### config.mk
export PLATFORM = sky130hd
export DESIGN_NAME = load_store_unit
export DESIGN_NICKNAME = d
export VERILOG_FILES = /design/src/rtl/load_store_unit.sv
export SDC_FILE = /design/constraint.sdc
export NUM_CORES = 1
export LEC_CHECK = 0
export ABC_AREA = 0
export BUFFER_PORTS_ARGS = -buffer_cell sky130_fd_sc_hd__buf_2
export CAP_MARGIN = 20
export CORE_AREA = 2 2 159 161
export DETAILED_ROUTE_END_ITERATION = 10
export DIE_AREA = 0 0 161 163
export GPL_TIMING_DRIVEN = 0
export PLACE_DENSITY = 0.68
export SYNTH_ARGS = -nofsm -noshare
export SYNTH_HDL_FRONTEND = slang
export SYNTH_SLANG_ARGS = --single-unit
### constraint.sdc
create_clock -name clk -period 2.3 [get_ports clk]
set_input_delay 0.23 -clock clk [delete_from_list [all_inputs] [get_ports clk]]
set_output_delay 0.23 -clock clk [all_outputs]
set_load 0.02 [all_outputs]
### src/rtl/load_store_unit.sv
// Load/store unit between EX and a byte-addressed data memory with a one-cycle registered read.
// Optional alignment trap: define MISALIGN_TRAP_EN to reject misaligned half/word/double accesses.
module load_store_unit #(
  parameter int unsigned MEM_BYTES = 8192,
  parameter int unsigned XLEN      = 64
) (
  input  logic            clk,
  input  logic            rst_n,
  input  logic            req_valid,
  output logic            req_ready,
  input  logic            req_write,
  input  logic [2:0]      req_funct3,
  input  logic [XLEN-1:0] req_addr,
  input  logic [XLEN-1:0] req_wdata,
  input  logic [4:0]      req_rd,
  output logic            resp_valid,
  input  logic            resp_ready,
  output logic [XLEN-1:0] resp_data,
  output logic [4:0]      resp_rd,
  output logic            resp_err,
  output logic            mem_read,
  output logic            mem_write,
  output logic [1:0]      mem_type,
  output logic [XLEN-1:0] mem_address,
  output logic [XLEN-1:0] mem_write_data,
  input  logic [XLEN-1:0] mem_read_data
);

  localparam logic [1:0] S_IDLE    = 2'd0;
  localparam logic [1:0] S_ISSUE   = 2'd1;
  localparam logic [1:0] S_CAPTURE = 2'd2;
  localparam logic [1:0] S_RESP    = 2'd3;

  logic [1:0]      state, state_nxt;
  logic            wr_q;
  logic [2:0]      f3_q;
  logic [XLEN-1:0] addr_q, wdata_q;
  logic [3:0]      size_c;
  logic [XLEN:0]   end_c;
  logic            req_ok_c;
  logic [XLEN-1:0] ext_c;

  // Request legality; the end address carries one extra bit so wrap-around past 2^XLEN is caught.
  always_comb begin
    size_c   = 4'd1 << req_funct3[1:0];
    end_c    = {1'b0, req_addr} + (XLEN+1)'(size_c);
    req_ok_c = 1'b1;
    if (req_write && req_funct3[2])
      req_ok_c = 1'b0;
    if (!req_write && (req_funct3 == 3'b111))
      req_ok_c = 1'b0;
    if (end_c > (XLEN+1)'(MEM_BYTES))
      req_ok_c = 1'b0;
`ifdef MISALIGN_TRAP_EN
    if ((req_addr[2:0] & 3'(size_c - 4'd1)) != 3'b000)
      req_ok_c = 1'b0;
`endif
  end

  always_ff @(posedge clk or negedge rst_n) begin
    if (!rst_n) state <= S_IDLE;
    else        state <= state_nxt;
  end

  always_comb begin
    state_nxt = state;
    case (state)
      S_IDLE:    if (req_valid) state_nxt = req_ok_c ? S_ISSUE : S_RESP;
      S_ISSUE:   state_nxt = wr_q ? S_RESP : S_CAPTURE;
      S_CAPTURE: state_nxt = S_RESP;
      S_RESP:    if (resp_ready) state_nxt = S_IDLE;
      default:   state_nxt = S_IDLE;
    endcase
  end

  // Handshake and memory strobes decode only the state register, so reset drops them at once.
  assign req_ready      = (state == S_IDLE);
  assign resp_valid     = (state == S_RESP);
  assign mem_read       = (state == S_ISSUE) && !wr_q;
  assign mem_write      = (state == S_ISSUE) && wr_q;
  assign mem_type       = f3_q[1:0];
  assign mem_address    = addr_q;
  assign mem_write_data = wdata_q;

  // Load-data extension keyed on the latched funct3.
  always_comb begin
    ext_c = '0;
    case (f3_q)
      3'b000:  ext_c = {{(XLEN-8){mem_read_data[7]}},   mem_read_data[7:0]};
      3'b001:  ext_c = {{(XLEN-16){mem_read_data[15]}}, mem_read_data[15:0]};
      3'b010:  ext_c = {{(XLEN-32){mem_read_data[31]}}, mem_read_data[31:0]};
      3'b011:  ext_c = mem_read_data;
      3'b100:  ext_c = {{(XLEN-8){1'b0}},  mem_read_data[7:0]};
      3'b101:  ext_c = {{(XLEN-16){1'b0}}, mem_read_data[15:0]};
      3'b110:  ext_c = {{(XLEN-32){1'b0}}, mem_read_data[31:0]};
      default: ext_c = '0;
    endcase
  end

  always_ff @(posedge clk or negedge rst_n) begin
    if (!rst_n) begin
      wr_q      <= 1'b0;
      f3_q      <= 3'b000;
      addr_q    <= '0;
      wdata_q   <= '0;
      resp_data <= '0;
      resp_rd   <= 5'd0;
      resp_err  <= 1'b0;
    end else begin
      if ((state == S_IDLE) && req_valid) begin
        wr_q      <= req_write;
        f3_q      <= req_funct3;
        addr_q    <= req_addr;
        wdata_q   <= req_wdata;
        resp_rd   <= req_rd;
        resp_err  <= !req_ok_c;
        resp_data <= '0;
      end
      if (state == S_CAPTURE)
        resp_data <= ext_c;
    end
  end

endmodule

Yosys cells after proc, flatten, opt, wreduce, memory -nomap -nowiden

Cells that the tools add are included.

Input port bits: 205
Word-level logic and storage cells: 46
Output and inout port bits: 204
Flip-flop bits (word level): 204

Equal/unequal tests: 12
Shifts and indexed selects: 1
Magnitude comparators: 1
Add/subtract/negate cells: 1
Muxes and demuxes: 11
Reductions and logical operators: 12

Operators by type and width:

| operator                                             | count |
|---|---|
| case mux 64 bit (7 select lines)                     | 1 |
| 2-to-1 mux 64 bit                                    | 2 |
| adder 64 x 4 -> 65 bit                               | 1 |
| > comparator 65 x 14 -> 1 bit, second input constant | 1 |
| == test 3 bit, second input constant                 | 4 |
| case mux 2 bit (4 select lines)                      | 1 |
| == test 3 x 2 -> 1 bit, second input constant        | 2 |
| 2-to-1 mux 2 bit                                     | 3 |
| logical AND 1 bit                                    | 5 |
| == test 2 bit, second input constant                 | 2 |
| 2-to-1 mux 1 bit                                     | 4 |
| left shift 1 x 2 -> 4 bit, first input constant      | 1 |
| == test 3 x 1 -> 1 bit, second input constant        | 1 |
| logical NOT 1 bit                                    | 3 |
| logical NOT 3 bit                                    | 1 |
| == test 2 x 1 -> 1 bit, second input constant        | 1 |
| logical NOT 2 bit                                    | 1 |
| != test 2 x 1 -> 1 bit, second input constant        | 1 |
| != test 2 bit, second input constant                 | 1 |
| AND reduction 2 bit                                  | 1 |
| nonzero test 2 bit                                   | 1 |

Longest topological paths before layout

Gate-level depths: netlist (run 1).

Depth in word-level cells: 7
Gate-level depth with buffers: 12
Gate-level depth less buffers: 12

Worst setup path before layout (run 1)

Ideal clock, no wire load.

Kind: in2reg
Start point: input port req_funct3[0]
End point: register resp_err
Arrival: 2.722 ns
Setup time: 0.137 ns
Path buffers: 0
Stages on the path: 12
Slack: -0.559 ns
Required time: 2.163 ns
Path through: nor2_1 -> ha_1 -> fa_1 -> a211oi_1 -> nor3_1 -> nand2_1 -> a221o_1 -> a221oi_1 -> nand3_1 -> or4_1 -> nor4b_2 -> o21ai_0

Cells in the longest elaborated chain, start to end: 5
Elaborated cells on any way between the ends: 8
Those cells by class: 1 x add/sub; 1 x order compare; 1 x eq/ne; 1 x shift; 2 x mux; 2 x reduce/logical

RTL lines:

| what                                                                     | RTL line | RTL |
|---|---|---|
| start: declaration                                                       | 12       | `input logic [2:0] req_funct3,` |
| left shift 1 x 2 -> 4 bit / == test 3 bit (equally long branches)        | 45, 50   |  |
| adder 64 x 4 -> 65 bit / logical AND 1 bit (equally long branches)       | 46, 50   |  |
| > comparator 65 x 14 -> 1 bit / 2-to-1 mux 1 bit (equally long branches) | 52, 50   |  |
| 2-to-1 mux 1 bit *                                                       | 52       | `if (end_c > (XLEN+1)'(MEM_BYTES))` |
| logical NOT 1 bit *                                                      | 116      | `resp_err <= !req_ok_c;` |
| end signal: assignment                                                   | 116      |  |
| end: declaration                                                         | 20       | `output logic resp_err,` |

Every way passes the cells marked *; elsewhere a longest branch is shown, timed or not.
A chain may end at the register's enable or synchronous reset.

Worst setup path in the final report (run 1)

Start point: input port req_funct3[0]
End point: register state[1]

Cells in the longest elaborated chain, start to end: 7
Elaborated cells on any way between the ends: 10
Those cells by class: 1 x add/sub; 1 x order compare; 1 x eq/ne; 1 x shift; 5 x mux; 1 x reduce/logical

RTL lines:

| what                                                                     | RTL line | RTL |
|---|---|---|
| left shift 1 x 2 -> 4 bit / == test 3 bit (equally long branches)        | 45, 50   |  |
| adder 64 x 4 -> 65 bit / logical AND 1 bit (equally long branches)       | 46, 50   |  |
| > comparator 65 x 14 -> 1 bit / 2-to-1 mux 1 bit (equally long branches) | 52, 50   |  |
| 2-to-1 mux 1 bit *                                                       | 52       |  |
| 2-to-1 mux 2 bit * (2 in a row)                                          | 68       | `S_IDLE: if (req_valid) state_nxt = req_ok_c ? S_ISSUE : S_RESP;` |
| case mux 2 bit (4 select lines) *                                        | 67       | `case (state)` |
| end signal: assignment                                                   | 62       | `else state <= state_nxt;` |
| end: declaration                                                         | 34       | `logic [1:0] state, state_nxt;` |

Every way passes the cells marked *; elsewhere a longest branch is shown, timed or not. The select of a mux whose other input is x is not followed.

==> run_results.csv, run 1 <==
group,metric,value,unit
floorplanning,rows,58,
sta,setup_viol,2,
worst_setup_path,arrival,3.00,ns
outcome,outcome,"finished, violations left",
yosys,synth-async-reset-ratio,100,%
sta,finalMaxSlewViolations,0,
layout,final_cells,1797,
outcome,violations,"negative setup slack",
sta,relSlewSlack,45.4,%
worst_setup_path,cp-end-kind,"flop",
worst_setup_path,cp_cell_sequence,"buf_12 -> nor2_4 -> ha_4 -> fa_2 -> a211oi_4 -> nor3_4 -> buf_4 -> nand2_2 -> a221o_1 -> a221oi_2 -> nand3_1 -> or4_4 -> nor4b_4 -> o21ai_1",
routing,drtPass1Iterations,6,
layout,syn_to_final_growth,50.1,%
routing,drt-initial-drc-count,504,
clocking,htree_levels,1,
yosys,yosys_register_bits,204,
routing,wirelength_met1,13500,um
routing,num_vias,9449,
layout,drive_gt1_share,45.5,%
routing,via_per_inst,5.26,
sta,worstMarginPinSlew,0.813,ns
global_route,track_usage,24.9,%
clocking,cts_tree,"yes",
place,gp_congestion,0.991,
power,p_leak,6.83,nW
worst_setup_path,max_stage_delay,0.51,ns
sta,fin_tns_setup,-0.600,ns
yosys,synthFlopType,"dfrtp_1",
worst_setup_path,path_buf_inv,2,
place,post-place-ws,-1.24,ns
routing,route.detailed.drc,0,
clocking,clockBufferDepth,3,
job,maxCapViolations,0,
yosys,synth_cell_types,64,
routing,avgRoutedWirePerCell,19.0,um
global_route,grt_pass1_vias,9469,
sta,clock_skew,0.0150,ns
sta,rsz0062_at_grt,"true",
sta,min_period_over_period,113,%
routing,wl_met3,2650,um
global_route,grt-ovfl-total,0,
floorplanning,io-pin-count,409,
clocking,root_buffer,"clkbuf_16",
place,place_inst,1623,
routing,drtAntennaViolNets,0,
sta,setup_slack,-0.303,ns
min_path,min_path_type,"primary input to flop",
worst_setup_path,worstPathMaxFanout,5,
sta,holdWs,0.00640,ns
yosys,syn_inst,893,
yosys,synth_nets,1107,
routing,top_layer_used,"met4",
global_route,antenna_found_initial,1,
floorplanning,start_util,39.2,%
clocking,path_clk_slew,0.06,ns
place,hpwl,24200,um
sta,timing.fmax,0.384,GHz
routing,wl_met2,16700,um
yosys,synth_area_per_cell,10.8,um2
clocking,cts_buffers,23,
worst_setup_path,critPathKind,"primary input to flop",
floorplanning,fp.coreArea,24700,um2
routing,wl,34100,um
worst_setup_path,cp.required,2.70,ns
clocking,worstSkewPairLatency,0.52,ns
global_route,grt_pass1_wl,51600,um
worst_setup_path,worst_setup_path_start_kind,"primary input",
sta,finalHoldViolCount,0,
yosys,synth_area,9670,um2
global_route,grt_max_degree,119,
place,portBuffers,399,
layout,fill_cells,2095,
floorplanning,die-area,26200,um2
worst_setup_path,path_delay_family,"simple AND/OR/NAND/NOR gates",
floorplanning,die_h,163,um
worst_setup_path,crit_path_top_delay_cell,"or4_4",
yosys,ys_warn_count,0,
clocking,cts_sinks,204,
sta,min_period,2.60,ns
power,peakVddDrop,0.961,mV
floorplanning,chipWidth,161,um
yosys,synth_edf_count,0,
yosys,ys_seq_area_share,52.8,%
layout,num-nets-final,1662,
power,powerDensity,1260,nW/um2
placed cells by master, fill, tap and decap left out, drive strengths merged, types with 3 or more instances in the layout:
master / instances
a211oi: 6
a21oi: 69
a22o: 8
and2: 7
and3: 6
and4: 6
buf: 429
clkbuf: 76
clkinv: 6
dfrtp: 204
dlygate4sd3: 106
ha: 8
inv: 15
mux2: 130
mux2i: 4
nand2: 97
nand2b: 3
nand3: 30
nand4: 26
nor2: 28
nor2b: 4
nor3: 23
nor4: 13
nor4b: 3
o211ai: 3
o21a: 3
o21ai: 76
o22ai: 4
o31ai: 4
or2: 5
or3: 6
or4: 4
xnor2: 11
xor2: 8
final timing paths:
path                                   start                  to  slack (ns)  cells after the start
max                            req_funct3[0]            state[1]       -0.30                     14
min                        mem_read_data[62]       resp_data[62]       0.006                      3
max reg2reg                         state[0]      mem_address[3]        0.14                      6
min reg2reg                    resp_data[12]       resp_data[12]        0.47                      2
max in group asynchronous              rst_n  mem_write_data[22]        0.98                      3
min in group asynchronous              rst_n       resp_data[30]        0.31                      2
tightest hold or removal path: cells and delay by family:
kind | cells | cell delay [ns]
compound gates | 2 | 0.18
buf+inv | 1 | 0.09
through the flow:
stage	cell area (um2)	total power [mW]	utilization, %
3_5_place_dp	12200	14.2	49.4
2_1_floorplan	9750	11.2	-
6_report	14500	18.2	58.8
3_3_place_gp	12200	14.0	49.3
5_1_grt	14500	19.3	58.8
4_1_cts	14400	18.2	58.4
registers in the layout, indices dropped and copies added, names as in the netlist:
signal and cells:
f3_q 3, mem_address 64, mem_write_data 64, resp_data 64
resp_err 1, resp_rd 5, state 2, wr_q 1
final cells by class:
cell class	instances	area [um2]	area share, %
Tap cell	330	413	2.85
Clock buffer	31	646	4.45
Timing Repair Buffer	530	3310	22.8
Antenna cell	2	5.00	0.0345
Inverter	14	52.6	0.362
Buffer	50	226	1.56
Sequential cell	204	5100	35.2
Clock inverter	11	125	0.862
Multi-Input combinational cell	625	4630	31.9
where the power goes:
group	total [mW]	internal [mW]	switching (mW)
combinational	8.38	3.25	5.13
sequential	6.12	5.25	0.871
clock	3.72	2.21	1.51
total	18.2	10.7	7.51
layer usage:
layer  GRT usage, %  vias to the layer above
li1               -                     4373
met2           42.9                      410
met1           30.7                     4579
met5              0                        -
met4           9.05                        0
met3           5.47                       87
synthesized netlist by cell type, types with 8 or more instances:
cell | n | area, um2
a21oi_1 | 69 | 345
clkbuf_1 | 47 | 176
nor4_1 | 12 | 75.1
nand4_1 | 25 | 156
nor2_1 | 28 | 105
nor3_1 | 21 | 105
mux2_2 | 130 | 1460
ha_1 | 8 | 100
o21ai_0 | 75 | 375
dfrtp_1 | 204 | 5100
inv_1 | 14 | 52.6
xnor2_1 | 11 | 96.3
xor2_1 | 8 | 70.1
a22o_1 | 8 | 70.1
nand3_1 | 30 | 150
nand2_1 | 97 | 364
timing repair:
action,4_1_cts,5_1_grt
gates resized for setup,58,13
hold buffers,106,0
endpoints found under the setup margin,170,38
setup buffers,20,4
pin swaps,28,18
endpoints found under the hold margin,191,0
kinds of logic after synthesis:
logic type | Yosys count | synth area share (%)
AND/OR/NAND/NOR | 265 | 14.1
flip-flops | 204 | 52.8
AO/OA/AOI/OAI | 198 | 12.0
multiplexers | 134 | 15.6
buffers and inverters | 64 | 2.58
XOR/XNOR | 19 | 1.72
adder cells (fa/ha/maj) | 9 | 1.24
No activity file was read; power rests on OpenSTA's default activity.
==> run 2: changes to the inputs <==
--- a/config.mk
+++ b/config.mk
@@ -5,14 +5,14 @@
 export SDC_FILE = /design/constraint.sdc
 export NUM_CORES = 1
 export LEC_CHECK = 0
-export ABC_AREA = 0
+export ABC_AREA = 1
 export BUFFER_PORTS_ARGS = -buffer_cell sky130_fd_sc_hd__buf_2
 export CAP_MARGIN = 20
 export CORE_AREA = 2 2 159 161
 export DETAILED_ROUTE_END_ITERATION = 10
 export DIE_AREA = 0 0 161 163
 export GPL_TIMING_DRIVEN = 0
-export PLACE_DENSITY = 0.68
+export PLACE_DENSITY = 0.73
 export SYNTH_ARGS = -nofsm -noshare
 export SYNTH_HDL_FRONTEND = slang
 export SYNTH_SLANG_ARGS = --single-unit
==> run 2 against run 1 <==
Effect of this change: the flow now finishes without violations; utilization up 2.4 points; clock skew is 0.0045 ns lower; worst hold slack improved by 0.0062 ns; sequential share of layout area decreased by 1.4 points; cell area increased by 4.1%; synthesized area grew 11%; sequential power fell by 0.7%; via count increased by 30%; non-clock buffer count fell by 19; synthesized cell count is 66% higher; worst setup slack gained 0.42 ns; clock-buffer cell count up 4.
==> run_results.csv, run 2 <==
group,metric,value,unit
sta,finalHoldViolCount,0,
yosys,synthTopCellsByArea,"dfrtp_1 (47%), nand2_1 (19%), nand3_1 (6.6%)",
routing,num_vias,12300,
global_route,grt_pass1_vias,11900,
worst_setup_path,timing.rr.end,"mem_write_data[18]",
yosys,synth_most_common_cell,"nand2_1",
worst_setup_path,crit_path_top_delay_cell,"ha_1",
global_route,antenna_found_initial,7,
layout,syn_to_final_growth,40.3,%
floorplanning,start_util,43.6,%
clocking,htree_levels,1,
routing,drtPass1Iterations,5,
yosys,yosys_register_bits,204,
global_route,grt_max_degree,116,
layout,final_cells,2364,
clocking,path_clk_slew,0.06,ns
sta,fin_tns_setup,0,ns
floorplanning,die-area,26200,um2
power,power.internal,10.3,mW
min_path,min_path_type,"primary input to flop",
worst_setup_path,path_buf_inv,3,
power,p_switching,8.30,mW
global_route,grt-ovfl-total,0,
clocking,root_buffer,"clkbuf_16",
routing,wirelength_met1,16600,um
yosys,synth_cell_types,30,
floorplanning,die_h,163,um
power,combPwrFrac,45.7,%
yosys,synth-async-reset-ratio,100,%
place,hpwl,33600,um
power,switching_share,44.7,%
floorplanning,chipWidth,161,um
routing,avgRoutedWirePerCell,18.6,um
sta,setup_viol,0,
routing,route.detailed.drc,0,
worst_setup_path,timing.rr.start,"state[0]",
yosys,synth_nets,1700,
yosys,synth_commonest_cells,"nand2_1 (544), dfrtp_1 (204), nand3_1 (141)",
worst_setup_path,cp-end-kind,"flop",
sta,relSlewSlack,43.0,%
global_route,track_usage,32.4,%
power,p_clk_share,21.5,%
yosys,synthFlopType,"dfrtp_1",
yosys,synth_edf_count,0,
sta,worstMarginPinSlew,0.841,ns
global_route,grt_pass1_wl,65900,um
floorplanning,fp.coreArea,24700,um2
floorplanning,rows,58,
routing,wl_met3,3650,um
clocking,cts_tree,"yes",
place,portBuffers,408,
power,p_leak,7.93,nW
sta,clock_skew,0.0105,ns
routing,wl,44000,um
routing,drtAntennaViolNets,0,
job,maxCapViolations,0,
min_path,hold_depth,3,
sta,min_period_over_period,95.1,%
routing,via_per_inst,5.21,
worst_setup_path,worstPathMaxFanout,9,
power,seq_power_share,32.7,%
power,peakVddDrop,0.677,mV
yosys,synth_area,10800,um2
worst_setup_path,worst_setup_path_start_kind,"primary input",
routing,drt-initial-drc-count,946,
routing,wl_met2,21300,um
yosys,ys_warn_count,0,
worst_setup_path,cp_cell_sequence,"buf_2 -> inv_1 -> nor2_1 -> ha_1 -> inv_2 -> nand2_1 -> nand3_1 -> nand2_4 -> nand2_1 -> nor2_2 -> nand4_1 -> nand2_1 -> nand2_1 -> nor2_1 -> nand3_1 -> nor2_2 -> nand4_1 -> nand2_1 -> nand2_1",
worst_setup_path,cpMostUsedCell,"nand2_1",
sta,timing.fmax,0.457,GHz
worst_setup_path,critPathKind,"primary input to flop",
min_path,min_from,"mem_read_data[27]",
layout,num-nets-final,2226,
clocking,clockBufferDepth,3,
yosys,synth_top_area_share,47.4,%
min_path,hold_path_end,"resp_data[27]",
place,gp_congestion,0.958,
sta,finalMaxSlewViolations,0,
worst_setup_path,r2r_slack,0.15,ns
clocking,cts_sinks,204,
floorplanning,io-pin-count,409,
worst_setup_path,arrival,2.60,ns
sta,rsz0062_at_grt,"true",
yosys,synth_area_per_cell,7.25,um2
layout,drive_gt1_share,25.9,%
layout,layout_common_cells,"nand2_1 (541), buf_2 (407), dfrtp_1 (204)",
power,powerDensity,1230,nW/um2
yosys,synth.largest_area_cell,"dfrtp_1",
routing,top_layer_used,"met5",
worst_setup_path,rr_worst_depth,8,
layout,final_common_cell,"nand2_1",
worst_setup_path,path_delay_family,"simple AND/OR/NAND/NOR gates",
yosys,ys_seq_area_share,47.4,%
clocking,worstSkewPairLatency,0.51,ns
worst_setup_path,max_stage_delay,0.39,ns
place,place_inst,2225,
yosys,syn_inst,1486,
sta,min_period,2.19,ns
outcome,outcome,"completed",
worst_setup_path,cp.required,2.71,ns
clocking,cts_buffers,24,
run 2: cell count changes after synthesis, sizes merged, moves of 7 or more:
cell,change
nor4,-12
buf,+7
nand3,+114
nor2,+123
o21ai,+50
inv,+93
mux2,-130
nand2,+464
nor3,-11
a22o,-8
xnor2,-11
run 2: logic make-up after synthesis:
| family | synth area share, % |
|---|---|
| fa+ha+maj | 1.12 |
| simple gates | 35.5 |
| compound gates | 8.99 |
| xor+xnor | 1.06 |
| buf+inv | 5.93 |
| flops | 47.4 |
run 2: cell type report:
cell class                      count  area [um2]
Multi-Input combinational cell   1114        5100
Sequential cell                   204        5100
Clock inverter                      9         123
Timing Repair Buffer              501        3000
Antenna cell                        4        10.0
Tap cell                          330         413
Buffer                             60         246
Clock buffer                       35         713
Inverter                          107         402
Fill cell                        2281        9560
run 2: metrics by stage:
stage	util (%)	instance area (um2)	power, mW	hold slack [ns]	setup WS, ns
floorplan	-	10800	10.9	-0.0656	0.162
global placement	53.6	13200	14.1	0.425	-2.47
detailed placement	53.7	13300	14.3	0.301	-0.531
CTS	60.9	15000	18.5	0.000638	0.0116
global route	61.2	15100	19.6	0.00437	-0.0409
finish	61.2	15100	18.6	0.0126	0.113
run 2: worst max-delay path by stage:
stage                  start             to  slack (ns)  depth (start not counted)
2_1_floorplan  req_funct3[0]       state[1]        0.16                         19
3_3_place_gp           rst_n  resp_data[45]       -2.47                          1
3_5_place_dp   req_funct3[0]       state[1]       -0.53                         19
4_1_cts             state[0]   resp_data[8]        0.01                          8
5_1_grt        req_funct3[1]       state[1]       -0.04                         19
6_report       req_funct3[1]       state[1]        0.11                         19
run 2: layer usage:
layer / up-vias / global-route usage, %
met3: 118 / 7.28
met1: 5823 / 38.4
met4: 4 / 16.4
li1: 5831 / -
met5: - / 0
met2: 536 / 55.6
run 2: power by group through the flow:
stage | Combinational [mW] | Clock [mW] | Sequential, mW
finish | 8.49 | 4.00 | 6.08
global route | 9.19 | 4.21 | 6.24
CTS | 8.41 | 4.05 | 6.02
detailed placement | 8.24 | 0 | 6.06
global placement | 8.13 | 0 | 6.00
floorplan | 3.06 | 0 | 7.88
run 2: what timing repair did:
item / CTS / global route
buffers inserted: 0 / 0
setup endpoints to repair: 117 / 130
pin swaps: 0 / 3
gates cloned: 0 / 0
hold buffers: 92 / 0
hold endpoints to repair: 180 / 0
resized for setup: 5 / 34
run 2: tightest hold or removal path: stages:
cell	delay, ns
buf_2	0.08
a21oi_1	0.05
o21ai_0	0.13
==> run 3: changes to the inputs <==
--- a/config.mk
+++ b/config.mk
@@ -12,6 +12,7 @@
 export DETAILED_ROUTE_END_ITERATION = 10
 export DIE_AREA = 0 0 161 163
 export GPL_TIMING_DRIVEN = 0
+export HOLD_SLACK_MARGIN = 0.08
 export PLACE_DENSITY = 0.73
 export SYNTH_ARGS = -nofsm -noshare
 export SYNTH_HDL_FRONTEND = slang
==> run 3 against run 2 <==
Effect of this change: global-route usage grew 1.7 points; combinational power grew 3.3%; fmax shrank 0.82%; utilization increased by 4.9 points; critical path depth decreased by 3; cell area up 7.9%; die area unchanged; clock skew shrank 0.0022 ns; critical path type unchanged; critical endpoint unchanged; clock power barely moved.
==> run_results.csv, run 3 (synthesis results as in run 2) <==
group,metric,value,unit
outcome,outcome,"completed",
sta,finalHoldViolCount,0,
place,dpl_cell_area,13300,um2
place,hpwl,33600,um
min_path,hold_path_end,"mem_address[46]",
worst_setup_path,arrival,2.62,ns
floorplanning,die_h,163,um
worst_setup_path,rr_worst_depth,8,
sta,min_period_over_period,95.9,%
sta,finalMaxSlewViolations,0,
place,portBuffers,408,
routing,drtAntennaViolNets,0,
layout,regArea,5100,um2
worst_setup_path,worst_setup_path_start_kind,"primary input",
routing,num_vias,13000,
min_path,hold_depth,3,
clocking,worstSkewPairLatency,0.51,ns
worst_setup_path,timing.rr.end,"mem_write_data[18]",
worst_setup_path,cp_cell_sequence,"dlygate4sd3_1 -> clkbuf_4 -> nand2_4 -> inv_2 -> nand3_2 -> nor2_4 -> nand2_2 -> nor2_4 -> xor2_1 -> nand3_1 -> nor2_1 -> nand2_1 -> nor2_2 -> nand4_1 -> nand2_1 -> nand2_1",
layout,layout_common_cells,"nand2_1 (533), buf_2 (403), dfrtp_1 (204)",
power,peakVddDrop,0.678,mV
routing,drt-initial-drc-count,1033,
worst_setup_path,cpMostUsedCell,"nand2_1",
place,gp_congestion,0.958,
sta,timing.fmax,0.453,GHz
worst_setup_path,cp.required,2.71,ns
floorplanning,chipWidth,161,um
place,post-place-ws,-0.531,ns
layout,final_util,66.1,%
layout,fill_cells,2113,
clocking,cts_sinks,204,
routing,wl,46600,um
min_path,min_path_type,"primary input to flop",
worst_setup_path,timing.rr.start,"state[0]",
sta,holdWs,0.109,ns
power,powerDensity,1160,nW/um2
sta,setup_viol,0,
clocking,cts_tree,"yes",
global_route,track_usage,34.1,%
global_route,grt_pass1_vias,12500,
clocking,htree_levels,1,
sta,relSlewSlack,50.6,%
worst_setup_path,path_delay_family,"simple AND/OR/NAND/NOR gates",
power,p_leak,8.41,nW
global_route,grt_max_degree,116,
worst_setup_path,max_stage_delay,0.53,ns
floorplanning,io-pin-count,409,
layout,final_common_cell,"nand2_1",
global_route,grt-ovfl-total,0,
power,totalPowerFinal,18.9,mW
clocking,cts_buffers,24,
routing,drtPass1Iterations,6,
sta,clock_skew,0.00833,ns
floorplanning,fp.coreArea,24700,um2
clocking,root_buffer,"clkbuf_16",
layout,multi_input_area,5290,um2
floorplanning,start_util,43.6,%
layout,drive_gt1_share,26.7,%
worst_setup_path,worstSetupPathDepth,16,
layout,design_area,16300,um2
floorplanning,rows,58,
job,maxCapViolations,0,
floorplanning,die-area,26200,um2
sta,setup_slack,0.0947,ns
routing,via_per_inst,5.29,
worst_setup_path,critPathKind,"primary input to flop",
min_path,min_from,"req_addr[46]",
clocking,clockBufferDepth,3,
sta,worstMarginPinSlew,0.742,ns
layout,num-nets-final,2326,
layout,syn_to_final_growth,51.5,%
worst_setup_path,path_buf_inv,3,
worst_setup_path,cp-end-kind,"flop",
sta,rsz0062_at_grt,"true",
global_route,grt_pass1_wl,69600,um
clocking,path_clk_slew,0.06,ns
routing,route.detailed.drc,0,
worst_setup_path,r2r_slack,0.15,ns
routing,avgRoutedWirePerCell,18.9,um
sta,min_period,2.21,ns
worst_setup_path,worstPathMaxFanout,5,
global_route,antenna_found_initial,1,
worst_setup_path,crit_path_top_delay_cell,"dlygate4sd3_1",
run 3: cell types whose count changed in the layout (fill, tap and decap cells not counted), sizes merged:
cell         delta
buf             +1
diode           -3
dlygate4sd3    +97
clkbuf          +2
run 3: worst max path at each step:
stage	startpoint	slack, ns	end
finish	req_addr[4]	0.09	state[1]
global route	req_addr[4]	-0.06	state[1]
CTS	req_addr[5]	0.01	state[1]
detailed placement	req_funct3[0]	-0.53	state[1]
global placement	rst_n	-2.47	resp_data[45]
floorplan	req_funct3[0]	0.16	state[1]
run 3: layer usage:
layer  wire length (um)  track usage, %
met5                  0               0
met4               2880            18.3
met3               3820            6.98
met2              22500            58.9
met1              17400            40.1
run 3: final cells by class:
cell class                      count  area share, %
Clock inverter                      9          0.752
Timing Repair Buffer              601           24.6
Tap cell                          330           2.53
Multi-Input combinational cell   1114           32.4
Sequential cell                   204           31.3
Antenna cell                        1         0.0153
Clock buffer                       35           4.37
Buffer                             60           1.53
Inverter                          107           2.46
run 3: where the power goes:
| part | total (mW) | internal, mW | switching [mW] | leakage, nW |
|---|---|---|---|---|
| clock | 4.00 | 2.48 | 1.53 | 0.412 |
| combinational | 8.77 | 2.74 | 6.03 | 5.42 |
| sequential | 6.11 | 5.18 | 0.930 | 2.58 |
| total | 18.9 | 10.4 | 8.49 | 8.41 |
run 3: what timing repair did:
action	CTS	global route
buffers inserted	0	3
hold endpoints to repair	276	0
pin swaps	0	12
setup endpoints to repair	117	131
hold buffers	189	0
resized for setup	5	93
run 3: through the flow:
stage | instances | TNS (ns)
floorplan | 1486 | 0
global placement | 2224 | -501.76
CTS | 2458 | 0
detailed placement | 2225 | -3.92
finish | 2461 | 0
global route | 2461 | -0.0887
run 3: worst register-to-register path: stages (launching register included):
cell,delay [ns]
dfrtp_1,0.41
inv_1,0.11
ha_1,0.29
nand2_1,0.17
inv_1,0.12
clkbuf_2,0.35
clkbuf_1,0.41
nand2_1,0.13
nand2_1,0.09
